### src/rtl/fp_mult_link_host_pkg.sv
// Shared types and constants for the host side of the
// byte-serial FP multiplier link.
package fp_link_pkg;

  typedef enum logic [2:0] {
    ST_IDLE,
    ST_SEND,
    ST_WAIT,
    ST_RECV,
    ST_DONE
  } state_t;

  localparam int TX_BYTES = 16;
  localparam int RX_BYTES = 8;

  localparam logic [63:0] FP64_QNAN =
    64'h7FF8_0000_0000_0000;

endpackage

### src/rtl/fp_mult_link_host_if.sv
// Byte-serial link between host initiator
// and the FP multiplier.
interface fp_mult_link_host_if;

  logic       LINK_RESET;
  logic       LINK_ENABLE;
  logic [7:0] LINK_DATA_OUT;
  logic [7:0] LINK_DATA_IN;
  logic       LINK_READY;

  modport master (
    output LINK_RESET,
    output LINK_ENABLE,
    output LINK_DATA_OUT,
    input  LINK_DATA_IN,
    input  LINK_READY
  );

  modport slave (
    input  LINK_RESET,
    input  LINK_ENABLE,
    input  LINK_DATA_OUT,
    output LINK_DATA_IN,
    output LINK_READY
  );

endinterface

### src/rtl/fp_mult_link_host.sv
// Host initiator: serializes X/Y to the multiplier,
// collects the 8-byte product, pulses DONE.
module fp_mult_link_host
  import fp_link_pkg::*;
#(
  parameter int TIMEOUT_CYCLES = 1024
) (
  input  logic        CLK,
  input  logic        RESET,
  input  logic        START,
  input  logic [63:0] X,
  input  logic [63:0] Y,
  output logic        BUSY,
  output logic        DONE,
  output logic        ERROR,
  output logic [63:0] RESULT,
  fp_mult_link_host_if.master link
);

  localparam int WW = $clog2(TIMEOUT_CYCLES + 1);
  localparam logic [WW-1:0] WAIT_LAST =
    WW'(TIMEOUT_CYCLES - 1);
  localparam logic [3:0] TX_LAST = 4'(TX_BYTES - 1);
  localparam logic [2:0] RX_LAST = 3'(RX_BYTES - 1);

  state_t r_state;
  state_t w_next;

  logic [127:0]  r_sr;
  logic [3:0]    r_tx_cnt;
  logic [2:0]    r_rx_cnt;
  logic [WW-1:0] r_wait_cnt;

  logic        r_busy;
  logic        r_done;
  logic        r_error;
  logic        r_link_reset;
  logic        r_link_en;
  logic [7:0]  r_dout;
  logic [63:0] r_result;

  logic w_accept;
  logic w_timeout;

  assign w_accept  = (r_state == ST_IDLE) && START;
  assign w_timeout = (r_state == ST_WAIT)
                  && !link.LINK_READY
                  && (r_wait_cnt == WAIT_LAST);

  always_ff @(posedge CLK) begin
    if (RESET) r_state <= ST_IDLE;
    else       r_state <= w_next;
  end

  always_comb begin
    w_next = r_state;
    unique case (r_state)
      ST_IDLE: if (START) w_next = ST_SEND;
      ST_SEND: if (r_tx_cnt == TX_LAST) w_next = ST_WAIT;
      ST_WAIT: begin
        if (link.LINK_READY) w_next = ST_RECV;
        else if (w_timeout)  w_next = ST_DONE;
      end
      ST_RECV: if (r_rx_cnt == RX_LAST) w_next = ST_DONE;
      ST_DONE: w_next = ST_IDLE;
      default: w_next = ST_IDLE;
    endcase
  end

  // Outputs are registered from the next state so
  // they line up with the state they describe.
  always_ff @(posedge CLK) begin
    if (RESET) begin
      r_busy       <= 1'b0;
      r_done       <= 1'b0;
      r_error      <= 1'b0;
      r_link_reset <= 1'b1;
      r_link_en    <= 1'b0;
      r_dout       <= 8'h00;
      r_result     <= 64'h0;
      r_sr         <= '0;
      r_tx_cnt     <= '0;
      r_rx_cnt     <= '0;
      r_wait_cnt   <= '0;
    end else begin
      r_busy       <= (w_next != ST_IDLE);
      r_done       <= (w_next == ST_DONE);
      r_error      <= w_timeout;
      r_link_reset <= (w_next == ST_IDLE)
                   || (w_next == ST_DONE);
      r_link_en    <= (w_next == ST_SEND);

      if (w_accept) begin
        r_sr       <= {8'h00, Y, X[63:8]};
        r_dout     <= X[7:0];
        r_tx_cnt   <= '0;
        r_rx_cnt   <= '0;
        r_wait_cnt <= '0;
      end else if (r_state == ST_SEND) begin
        r_sr     <= {8'h00, r_sr[127:8]};
        r_dout   <= (w_next == ST_SEND) ? r_sr[7:0] : 8'h00;
        r_tx_cnt <= r_tx_cnt + 4'd1;
      end

      if (r_state == ST_WAIT) begin
        if (link.LINK_READY) begin
          r_result[7:0] <= link.LINK_DATA_IN;
          r_rx_cnt      <= 3'd1;
        end else if (w_timeout) begin
          r_result <= FP64_QNAN;
        end else begin
          r_wait_cnt <= r_wait_cnt + 1'b1;
        end
      end

      if (r_state == ST_RECV) begin
        r_result[{r_rx_cnt, 3'b000} +: 8] <= link.LINK_DATA_IN;
        r_rx_cnt <= r_rx_cnt + 3'd1;
      end
    end
  end

  assign BUSY   = r_busy;
  assign DONE   = r_done;
  assign ERROR  = r_error;
  assign RESULT = r_result;

  assign link.LINK_RESET    = r_link_reset;
  assign link.LINK_ENABLE   = r_link_en;
  assign link.LINK_DATA_OUT = r_dout;

endmodule

### src/flat_wrapper.sv
// flat-port wrapper written by rule: the top's interface ports become plain ports
module fp_mult_link_host_flat import fp_link_pkg::*;
#(
  parameter int TIMEOUT_CYCLES = 1024
)
  (CLK, RESET, START, X, Y, BUSY, DONE, ERROR, RESULT, link_LINK_RESET, link_LINK_ENABLE, link_LINK_DATA_OUT, link_LINK_DATA_IN, link_LINK_READY);
  fp_mult_link_host_if link_i ();
  input  logic CLK;
  input  logic RESET;
  input  logic START;
  input  logic [63:0] X;
  input  logic [63:0] Y;
  output logic BUSY;
  output logic DONE;
  output logic ERROR;
  output logic [63:0] RESULT;
  output wire logic [$bits(link_i.LINK_RESET)-1:0] link_LINK_RESET;
  output wire logic [$bits(link_i.LINK_ENABLE)-1:0] link_LINK_ENABLE;
  output wire logic [$bits(link_i.LINK_DATA_OUT)-1:0] link_LINK_DATA_OUT;
  input wire logic [$bits(link_i.LINK_DATA_IN)-1:0] link_LINK_DATA_IN;
  input wire logic [$bits(link_i.LINK_READY)-1:0] link_LINK_READY;
  assign link_LINK_RESET = link_i.LINK_RESET;
  assign link_LINK_ENABLE = link_i.LINK_ENABLE;
  assign link_LINK_DATA_OUT = link_i.LINK_DATA_OUT;
  assign link_i.LINK_DATA_IN = link_LINK_DATA_IN;
  assign link_i.LINK_READY = link_LINK_READY;
  fp_mult_link_host #(.TIMEOUT_CYCLES(TIMEOUT_CYCLES)) u_core (.CLK(CLK), .RESET(RESET), .START(START), .X(X), .Y(Y), .BUSY(BUSY), .DONE(DONE), .ERROR(ERROR), .RESULT(RESULT), .link(link_i));
endmodule
### config.mk
export PLATFORM = sky130hd
export DESIGN_NAME = fp_mult_link_host_flat
export DESIGN_NICKNAME = d
export VERILOG_FILES = /design/src/rtl/fp_mult_link_host_pkg.sv /design/src/rtl/fp_mult_link_host_if.sv /design/src/rtl/fp_mult_link_host.sv /design/src/flat_wrapper.sv
export SDC_FILE = /design/constraint.sdc
export NUM_CORES = 1
export LEC_CHECK = 0
export CAP_MARGIN = 10
export CORE_ASPECT_RATIO = 0.75
export CORE_MARGIN = 8
export CORE_UTILIZATION = 54
export CTS_CLUSTER_SIZE = 14
export DETAILED_ROUTE_END_ITERATION = 6
export GPL_ROUTABILITY_DRIVEN = 1
export GPL_TIMING_DRIVEN = 0
export PLACE_DENSITY = 0.91
export REMOVE_ABC_BUFFERS = 1
export SLEW_MARGIN = 20
export SYNTH_ARGS = -nofsm -noshare
export SYNTH_HDL_FRONTEND = slang
export SYNTH_SLANG_ARGS = --single-unit
### constraint.sdc
create_clock -name CLK -period 5.44 [get_ports CLK]
set_clock_uncertainty 0.2 [all_clocks]
set_input_delay 1.088 -clock CLK [delete_from_list [all_inputs] [get_ports CLK]]
set_output_delay 1.088 -clock CLK [all_outputs]
set_load 0.005 [all_outputs]
==> After elaboration in Yosys (flattened, before gate mapping) <==
Cells that the tools add are included.
{ "word_totals": {"ff_bits": 218, "inputBits": 140, "word_cells": 62} }
{ "classes": {"n_addsub": 4, "eq_ne": 8, "n_shift": 2, "muxes": 26, "reduce_logical": 10} }
{ "op_table": {"columns": ["operator", "n"], "rows": [
  ["64-bit 2-to-1 mux", 4],
  ["120-bit 2-to-1 mux", 2],
  ["64-bit bitwise mux", 1],
  ["8-bit by 8-bit variable shift with 64-bit output (first input constant)", 1],
  ["8-bit by 8-bit variable part select with 64-bit output", 1],
  ["56-bit 2-to-1 mux", 1],
  ["11-bit 2-to-1 mux", 4],
  ["8-bit 2-to-1 mux", 4],
  ["3-bit 2-to-1 mux", 9],
  ["3-bit case mux with 4 select lines", 1],
  ["11-bit by 1-bit adder with 11-bit output (second input constant)", 1],
  ["11-bit by 10-bit == test with 1-bit output (second input constant)", 1],
  ["6-bit negator with 8-bit output", 1],
  ["3-bit by 1-bit == test with 1-bit output (second input constant)", 2],
  ["3-bit by 2-bit == test with 1-bit output (second input constant)", 2],
  ["3-bit == test (second input constant)", 2],
  ["3-bit zero test", 2],
  ["4-bit by 1-bit adder with 4-bit output (second input constant)", 1],
  ["4-bit == test (second input constant)", 1],
  ["3-bit by 1-bit adder with 3-bit output (second input constant)", 1],
  ["1-bit logical AND", 3],
  ["3-bit nonzero test", 1],
  ["2-bit nonzero test", 1],
  ["2-bit OR reduction", 1],
  ["2 further kinds", 2]
]} }

==> Logic depth before layout (Yosys ltp) <==
Gate-level depths: netlist of the first run.
{ "logic_depth": {"ltp_word": 10, "ltp_mapped": 9} }

==> Worst setup path after synthesis of the first run <==
Ideal clock, no wire load.
{ "synth_path": {"path_kind": "input to register", "start": "input link_LINK_READY", "end": "register u_core.r_wait_cnt[6]", "setup_ns": 0.058, "t_arrival_ns": 2.269, "t_required_ns": 5.182, "setup_slack_ns": 2.913, "stages": 4, "cell_sequence": "or4b_4 > a311oi_4 > and3_1 > a211o_1"} }
{ "synth_between": {"elab_chain_len": 6} }
{ "synth_lines": {"columns": ["element", "line", "source"], "rows": [
  ["from (decl)", "flat_wrapper.sv:21", "input wire logic [$bits(link_i.LINK_READY)-1:0] link_LINK_READY;"],
  ["1-bit zero test", "fp_mult_link_host.sv:47", "&& !link.LINK_READY"],
  ["1-bit logical AND", "fp_mult_link_host.sv:47", null],
  ["1-bit logical AND", "fp_mult_link_host.sv:48", "&& (r_wait_cnt == WAIT_LAST);"],
  ["11-bit 2-to-1 mux", "fp_mult_link_host.sv:109", "end else if (w_timeout) begin"],
  ["11-bit 2-to-1 mux *", "fp_mult_link_host.sv:106", "if (link.LINK_READY) begin"],
  ["11-bit 2-to-1 mux *", "fp_mult_link_host.sv:105", "if (r_state == ST_WAIT) begin"],
  ["to (signal assigned)", "fp_mult_link_host.sv:112", "r_wait_cnt <= r_wait_cnt + 1'b1;"],
  ["to (decl)", "fp_mult_link_host.sv:32", "logic [WW-1:0] r_wait_cnt;"]
]} }
Every way passes the cells marked *; elsewhere a longest branch is shown, timed or not.
A chain may end at the register's enable or synchronous reset.

==> Worst setup path in the final report of the first run <==
{ "layout_path": {"start": "input START", "end": "register u_core.r_sr[88]"} }
{ "layout_between": {"elab_chain_len": 2} }
{ "layout_lines": {"columns": ["element", "line", "source"], "rows": [
  ["from (decl)", "flat_wrapper.sv:10", "input logic START;"],
  ["1-bit logical AND *", "fp_mult_link_host.sv:45", "assign w_accept = (r_state == ST_IDLE) && START;"],
  ["120-bit 2-to-1 mux or 2-bit nonzero test (tied branches)", null, null],
  ["to (signal assigned)", "fp_mult_link_host.sv:94", "r_sr <= {8'h00, Y, X[63:8]};"],
  ["to (signal assigned)", "fp_mult_link_host.sv:100", "r_sr <= {8'h00, r_sr[127:8]};"],
  ["to (decl)", "fp_mult_link_host.sv:29", "logic [127:0] r_sr;"]
]} }
Marked as above.

==> impl_metrics.json, run 1 <==
{
  "hp-start": "u_core.r_sr[0]",
  "area_growth_pct": 34.94,
  "io_pins": 217,
  "fillCellCount": 1194,
  "cts_resized": 0,
  "drt-initial-drc-count": 718,
  "cts_tree": "done",
  "overflow": 0,
  "cts_made_buffers": 21,
  "drc": 0,
  "yosysSeqAreaShare_pct": 48.51,
  "insertion_delay_ns": 0.49,
  "ir_worst_vdd_mv": 0.2179,
  "crit_slowest_cell": "nand3b_1",
  "ys.flop_type": "dfxtp_1",
  "setup_ws_ns": 2.334,
  "min_period_ns": 3.106,
  "rr_worst_depth": 8,
  "synth_seq_cells": 218,
  "grt_max_degree": 125,
  "fin_setup_tns_ns": 0,
  "cts.sinks": 218,
  "setup_viol": 0,
  "cp_max_fo": 22,
  "antenna_found_initial": 1,
  "hold_viol_final": 0,
  "yosys_warnings": 0,
  "final_common_cell": "nand2_1",
  "vias": 8713,
  "max_slew_margin_pct": 41.99,
  "tightest_slew_ns": 0.8692,
  "path_cells": "clkdlybuf4s50_1, nand3b_1, buf_6, buf_8, buf_8, buf_6, buf_8, nor2_1, a311oi_1",
  "core_area_mm2": 0.01657,
  "cp_common_cell": "buf_8",
  "power_density_mw_per_mm2": 302.6,
  "drtAntennaViolNets": 0,
  "h-tree-depth": 1,
  "die_area_mm2": 0.02109,
  "r2r_end": "u_core.r_sr[109]",
  "finalMaxSlewViolations": 0,
  "first_pass_iters": 5,
  "arrival_ns": 3.29,
  "rsz0062_at_grt": "false",
  "initial_core_util_pct": 54.29,
  "synth_area_mm2": 0.008996,
  "gp_congestion": 0.8772,
  "portBuffers": 216,
  "wire_per_inst_um": 17.59,
  "antennaDiodeCount": 0,
  "hold_path_depth": 1,
  "die_height_um": 127.8,
  "dpl.hpwl_um": 17990,
  "power_mw": 3.674,
  "timing.rr.start": "u_core.r_state[0]",
  "holdPathEnd": "u_core.link.LINK_DATA_OUT[0]",
  "layout.nets": 1399,
  "synthDistinctLibCells": 57,
  "critPathBufInv": 6,
  "synthCells": 1075,
  "max_cap_viol_count": 0,
  "synth-async-reset-ratio_pct": 0,
  "die_x_um": 165.0,
  "clk_path_buf_depth": 3,
  "path_depth": 9,
  "clockRootBuffer": "clkbuf_16",
  "clock.fmax_mhz": 321.9,
  "syn_avg_cell_area_um2": 8.368,
  "crit_required_ns": 5.63,
  "first_global_vias": 8167,
  "most-common-layout-cells": "nand2_1, dfxtp_1, clkdlybuf4s50_1",
  "critical_path_class": "input port to flip-flop",
  "cpLargestDelayFamily": "buffers and inverters",
  "rows": 41,
  "grt_usage_pct": 23.18,
  "cp-end-kind": "flip-flop",
  "post-route-period-util_pct": 57.10,
  "crit_path_start_kind": "input port",
  "ff2ff_setup_slack_ns": 2.39,
  "worst_path_largest_cell_delay_ns": 0.45,
  "cts_setup_buffers": 0,
  "routed_wirelength_um": 26050,
  "post-place-ws_ns": 1.846,
  "worst_hold_path_type": "flip-flop to flip-flop",
  "synth_edf_count": 0,
  "finalHoldWorstSlack_ns": 0.2511,
  "status": "complete, no violations",
  "avgViaCountPerCell": 5.883,
  "cts.clk_slew.worst_paths_ns": 0.06,
  "leakagePower_nw": 4.297,
  "drive_gt1_share_pct": 6.556,
  "grt_pass1_wl_um": 40790,
  "cts_hold_buf": 0
}
## cells in the mapped netlist, drive strengths merged (2+ instances only)
cell	instances	share of area, %
a211o	2	0.19
a211oi	14	1.2
a21oi	32	1.8
a22o	2	0.19
a22oi	20	1.7
a311oi	113	11
a31oi	2	0.14
and2	8	0.56
and3	3	0.21
and4b	2	0.22
and4bb	2	0.28
buf	23	1.3
clkbuf	67	2.8
dfxtp	218	49
ha	6	0.83
inv	40	1.7
nand2	254	11
nand3	28	1.6
nand4	16	1.1
nand4b	2	0.26
nor2	134	5.6
nor2b	4	0.28
nor3	2	0.11
nor3b	2	0.17
nor4	4	0.28
nor4b	3	0.53
o21ai	10	0.56
o221a	5	0.63
o2bb2ai	7	0.68
o31ai	3	0.25
o32ai	27	2.6
xnor2	3	0.29
xor2	2	0.19
## metrics by stage
step / util (%) / cells / instance area (um^2)
finish: 73.26 / 1481 / 12140
global route: 73.26 / 1481 / 12140
global placement: 66.72 / 1416 / 11060
detailed placement: 69.00 / 1445 / 11430
floorplan: - / 985 / 8625
CTS: 73.26 / 1481 / 12140
## per-layer routing
metal  track usage, %  wire length [um]
met2            37.53             11930
met3            7.125              2677
met5                0                13
met1            29.25             10890
met4            6.501               536
## where the power goes
group | switching, mW | total [mW] | internal (mW)
Clock | 0.610 | 1.50 | 0.886
Combinational | 0.225 | 0.440 | 0.215
Sequential | 0.0491 | 1.74 | 1.69
Total | 0.884 | 3.67 | 2.79
## flip-flops by register name (all words and copies together) (netlist names)
| signal | flops |
|---|---|
| u_core.r_wait_cnt | 11 |
| u_core.link.LINK_RESET | 1 |
| u_core.r_tx_cnt | 4 |
| u_core.ERROR | 1 |
| u_core.DONE | 1 |
| u_core.r_rx_cnt | 3 |
| u_core.RESULT | 64 |
| u_core.BUSY | 1 |
| u_core.r_state | 3 |
| u_core.link.LINK_DATA_OUT | 8 |
| u_core.r_sr | 120 |
| u_core.link.LINK_ENABLE | 1 |
## worst max path at each step
stage,start,endpoint,slack [ns]
final,START,u_core.r_sr[88],2.33
after CTS,START,u_core.r_sr[88],2.37
after detailed placement,START,u_core.r_sr[90],1.85
after global routing,u_core.r_state[0],u_core.r_sr[109],2.20
after floorplan,u_core.r_state[0],u_core.BUSY,-4.01
after global placement,u_core.r_state[0],u_core.link.LINK_DATA_OUT[1],-10.95
## worst register-to-register path, cell delays in order (launching register included)
cell and delay (ns):
dfxtp_1 0.60, nor3b_2 0.73, buf_6 0.25, buf_4 0.17, buf_4 0.18, buf_4 0.21
buf_4 0.22, nand2_1 0.10, a311oi_1 0.29
## final cells by class
cell class                 instances  area (um^2)  area share [%]
inverter                          40        150.1           1.237
clock buffer                      30        619.3           5.102
clock inverter                     6        86.33          0.7112
tap                              215        269.0           2.216
multi-input combinational        727         4131           34.03
timing repair buffer             245         2519           20.75
sequential                       218         4364           35.95
## kinds of logic after synthesis
family                   count (synthesis)  synth area share (%)
buffers and inverters                  130                 5.800
XOR/XNOR                                 5                0.4869
flip-flops                             218                 48.51
AND/OR/NAND/NOR                        469                 22.27
AO/OA/AOI/OAI                          245                 21.86
multiplexers                             2                0.2364
adder cells (fa/ha/maj)                  6                0.8345
(Power assumes the default switching activity.)
==> run 2: changes to the inputs <==
--- a/config.mk
+++ b/config.mk
@@ -8,12 +8,12 @@
 export CAP_MARGIN = 10
 export CORE_ASPECT_RATIO = 0.75
 export CORE_MARGIN = 8
-export CORE_UTILIZATION = 54
+export CORE_UTILIZATION = 45
 export CTS_CLUSTER_SIZE = 14
 export DETAILED_ROUTE_END_ITERATION = 6
 export GPL_ROUTABILITY_DRIVEN = 1
 export GPL_TIMING_DRIVEN = 0
-export PLACE_DENSITY = 0.91
+export PLACE_DENSITY = 0.81
 export REMOVE_ABC_BUFFERS = 1
 export SLEW_MARGIN = 20
 export SYNTH_ARGS = -nofsm -noshare
==> constraint.sdc (replaced) <==
create_clock -name CLK -period 2.6 [get_ports CLK]
set_clock_uncertainty 0.2 [all_clocks]
set_input_delay 0.52 -clock CLK [delete_from_list [all_inputs] [get_ports CLK]]
set_output_delay 0.52 -clock CLK [all_outputs]
set_load 0.005 [all_outputs]
==> run 2 against run 1 <==
Combinational power rose by 110%. Clock power rose by 110%. Cell area increased by 0.78%. Flip-flop and latch count unchanged. Register-to-register slack got worse by 2.2 ns. Setup slack worse by 2.2 ns.
==> impl_metrics.json, run 2 (same netlist as run 1, synthesis figures left out) <==
{
  "vias": 8548,
  "hold_viol_final": 0,
  "wire_per_inst_um": 16.92,
  "avgViaCountPerCell": 5.620,
  "cp_max_fo": 10,
  "final_common_cell": "nand2_1",
  "die_height_um": 138.5,
  "routed_wirelength_um": 25730,
  "finalMaxSlewViolations": 0,
  "worst_hold_path_type": "input port to flip-flop",
  "place_area_mm2": 0.01148,
  "cp_common_cell": "ha_1",
  "drtAntennaViolNets": 0,
  "use_met2_pct": 30.65,
  "rows": 44,
  "path_cells": "inv_1, ha_1, ha_1, nor2b_1, nand4b_2, nand2_1, o32ai_1",
  "drc": 0,
  "cts_hold_buf": 0,
  "post-route-period-util_pct": 93.63,
  "crit_path_start_kind": "flip-flop",
  "ff2ff_setup_slack_ns": 0.17,
  "io_pins": 217,
  "post-route-util_pct": 62.78,
  "clk_path_buf_depth": 3,
  "leakagePower_nw": 4.305,
  "portBuffers": 216,
  "cts_tree": "done",
  "power_density_mw_per_mm2": 624.6,
  "hp-start": "RESET",
  "rsz0062_at_grt": "false",
  "largest_register_ffs": 120,
  "insertion_delay_ns": 0.51,
  "gp_congestion": 0.8466,
  "rr_worst_depth": 7,
  "overflow": 0,
  "met3_usage_pct": 7.102,
  "timing.rr.start": "u_core.r_rx_cnt[0]",
  "busiest_layer": "met2",
  "hold_path_depth": 2,
  "grt_usage_pct": 19.91,
  "cts.clk_slew.worst_paths_ns": 0.06,
  "r2r_end": "u_core.RESULT[37]",
  "area_growth_pct": 35.99,
  "arrival_ns": 2.59,
  "met1_usage_pct": 26.15,
  "initial_core_util_pct": 46.16,
  "first_global_vias": 8070,
  "dpl.hpwl_um": 18200,
  "antenna_found_initial": 4,
  "first_pass_iters": 5,
  "drt-initial-drc-count": 776,
  "cp-end-kind": "flip-flop",
  "most-common-layout-cells": "nand2_1, clkdlybuf4s50_1, dfxtp_1",
  "crit_slowest_cell": "dfxtp_2",
  "die_area_mm2": 0.02482,
  "power_mw": 7.642,
  "clockRootBuffer": "clkbuf_16",
  "crit_required_ns": 2.76,
  "h-tree-depth": 1,
  "clock.fmax_mhz": 410.8,
  "drive_gt1_share_pct": 7.334,
  "grt_max_degree": 110,
  "tightest_slew_ns": 0.8251,
  "fillCellCount": 1698,
  "cts.sinks": 218,
  "holdPathEnd": "u_core.r_sr[117]",
  "largest-register": "u_core.r_sr",
  "antennaDiodeCount": 0,
  "min_period_ns": 2.434,
  "max_cap_viol_count": 0,
  "design_area_mm2": 0.01223,
  "grt_pass1_wl_um": 41520,
  "die_x_um": 179.3,
  "critical_path_class": "flip-flop to flip-flop",
  "max_slew_margin_pct": 44.93,
  "worst_path_largest_cell_delay_ns": 0.41,
  "status": "complete, no violations",
  "cts_made_buffers": 22,
  "layout.nets": 1402,
  "ir_worst_vdd_mv": 0.4100,
  "setup_viol": 0,
  "core_area_mm2": 0.01949
}
[run 2: changes by cell type in the layout (fill, tap and decap cells not counted), moves of 2 or more]
| cell | change |
|---|---|
| nand3_2 | +2 |
| nand3_1 | -2 |
| buf_4 | +3 |
| nand2_1 | -3 |
| nand2_2 | +3 |
| dfxtp_1 | -3 |
| dfxtp_2 | +2 |
[run 2: timing repair]
item                       CTS  global route
pin swaps                    1             1
setup endpoints to repair   70            72
setup buffers                2             1
gates resized for setup      4             8
[run 2: critical path, delay by kind of cell (launching register included)]
kind | cells | cell delay (ns)
simple gates | 3 | 0.96
compound gates | 1 | 0.12
buf+inv | 1 | 0.06
flops | 1 | 0.41
fa+ha+maj | 2 | 0.54
[run 2: through the flow]
step           TNS (ns)  hold slack, ns  setup WS (ns)  instances
3_3_place_gp   -1807.68          0.2453         -14.07       1454
3_5_place_dp     -28.28          0.2439        -0.3647       1483
4_1_cts               0          0.2343       0.008425       1521
2_1_floorplan   -732.29          0.2322         -6.855        985
6_report              0          0.2470         0.1657       1521
5_1_grt               0          0.2618       0.007568       1521
[run 2: worst max path at each step]
| stage | from | endpoint | slack (ns) | depth (start not counted) |
|---|---|---|---|---|
| finish | u_core.r_rx_cnt[0] | u_core.RESULT[37] | 0.17 | 7 |
| global route | u_core.r_rx_cnt[0] | u_core.RESULT[7] | 0.008 | 7 |
| CTS | u_core.r_rx_cnt[0] | u_core.RESULT[28] | 0.008 | 7 |
| detailed placement | link_LINK_READY | u_core.RESULT[56] | -0.36 | 6 |
| global placement | u_core.r_state[0] | u_core.link.LINK_DATA_OUT[1] | -14.07 | 4 |
| floorplan | u_core.r_state[0] | u_core.BUSY | -6.85 | 4 |
[run 2: per-layer routing]
metal / wire length, um / vias to the layer above
met1: 11250 / 3953
met3: 2776 / 45
met4: 516 / 8
met5: 43 / -
li1: - / 4202
met2: 11150 / 340
[run 2: area by class of cell]
cell class	count	area, um^2	area share (%)
well taps	253	316.6	2.587
clock inverters	4	56.30	0.4602
inverters	40	150.1	1.227
multi-input cells	727	4163	34.03
repair buffers	247	2530	20.68
clock buffers	32	648.1	5.298
flip-flops and latches	218	4370	35.72
[run 2: report_power, final]
| group | switching, mW | internal (mW) | total (mW) |
|---|---|---|---|
| Sequential | 0.101 | 3.53 | 3.64 |
| Clock | 1.28 | 1.82 | 3.09 |
| Combinational | 0.462 | 0.450 | 0.912 |
| Total | 1.84 | 5.80 | 7.64 |
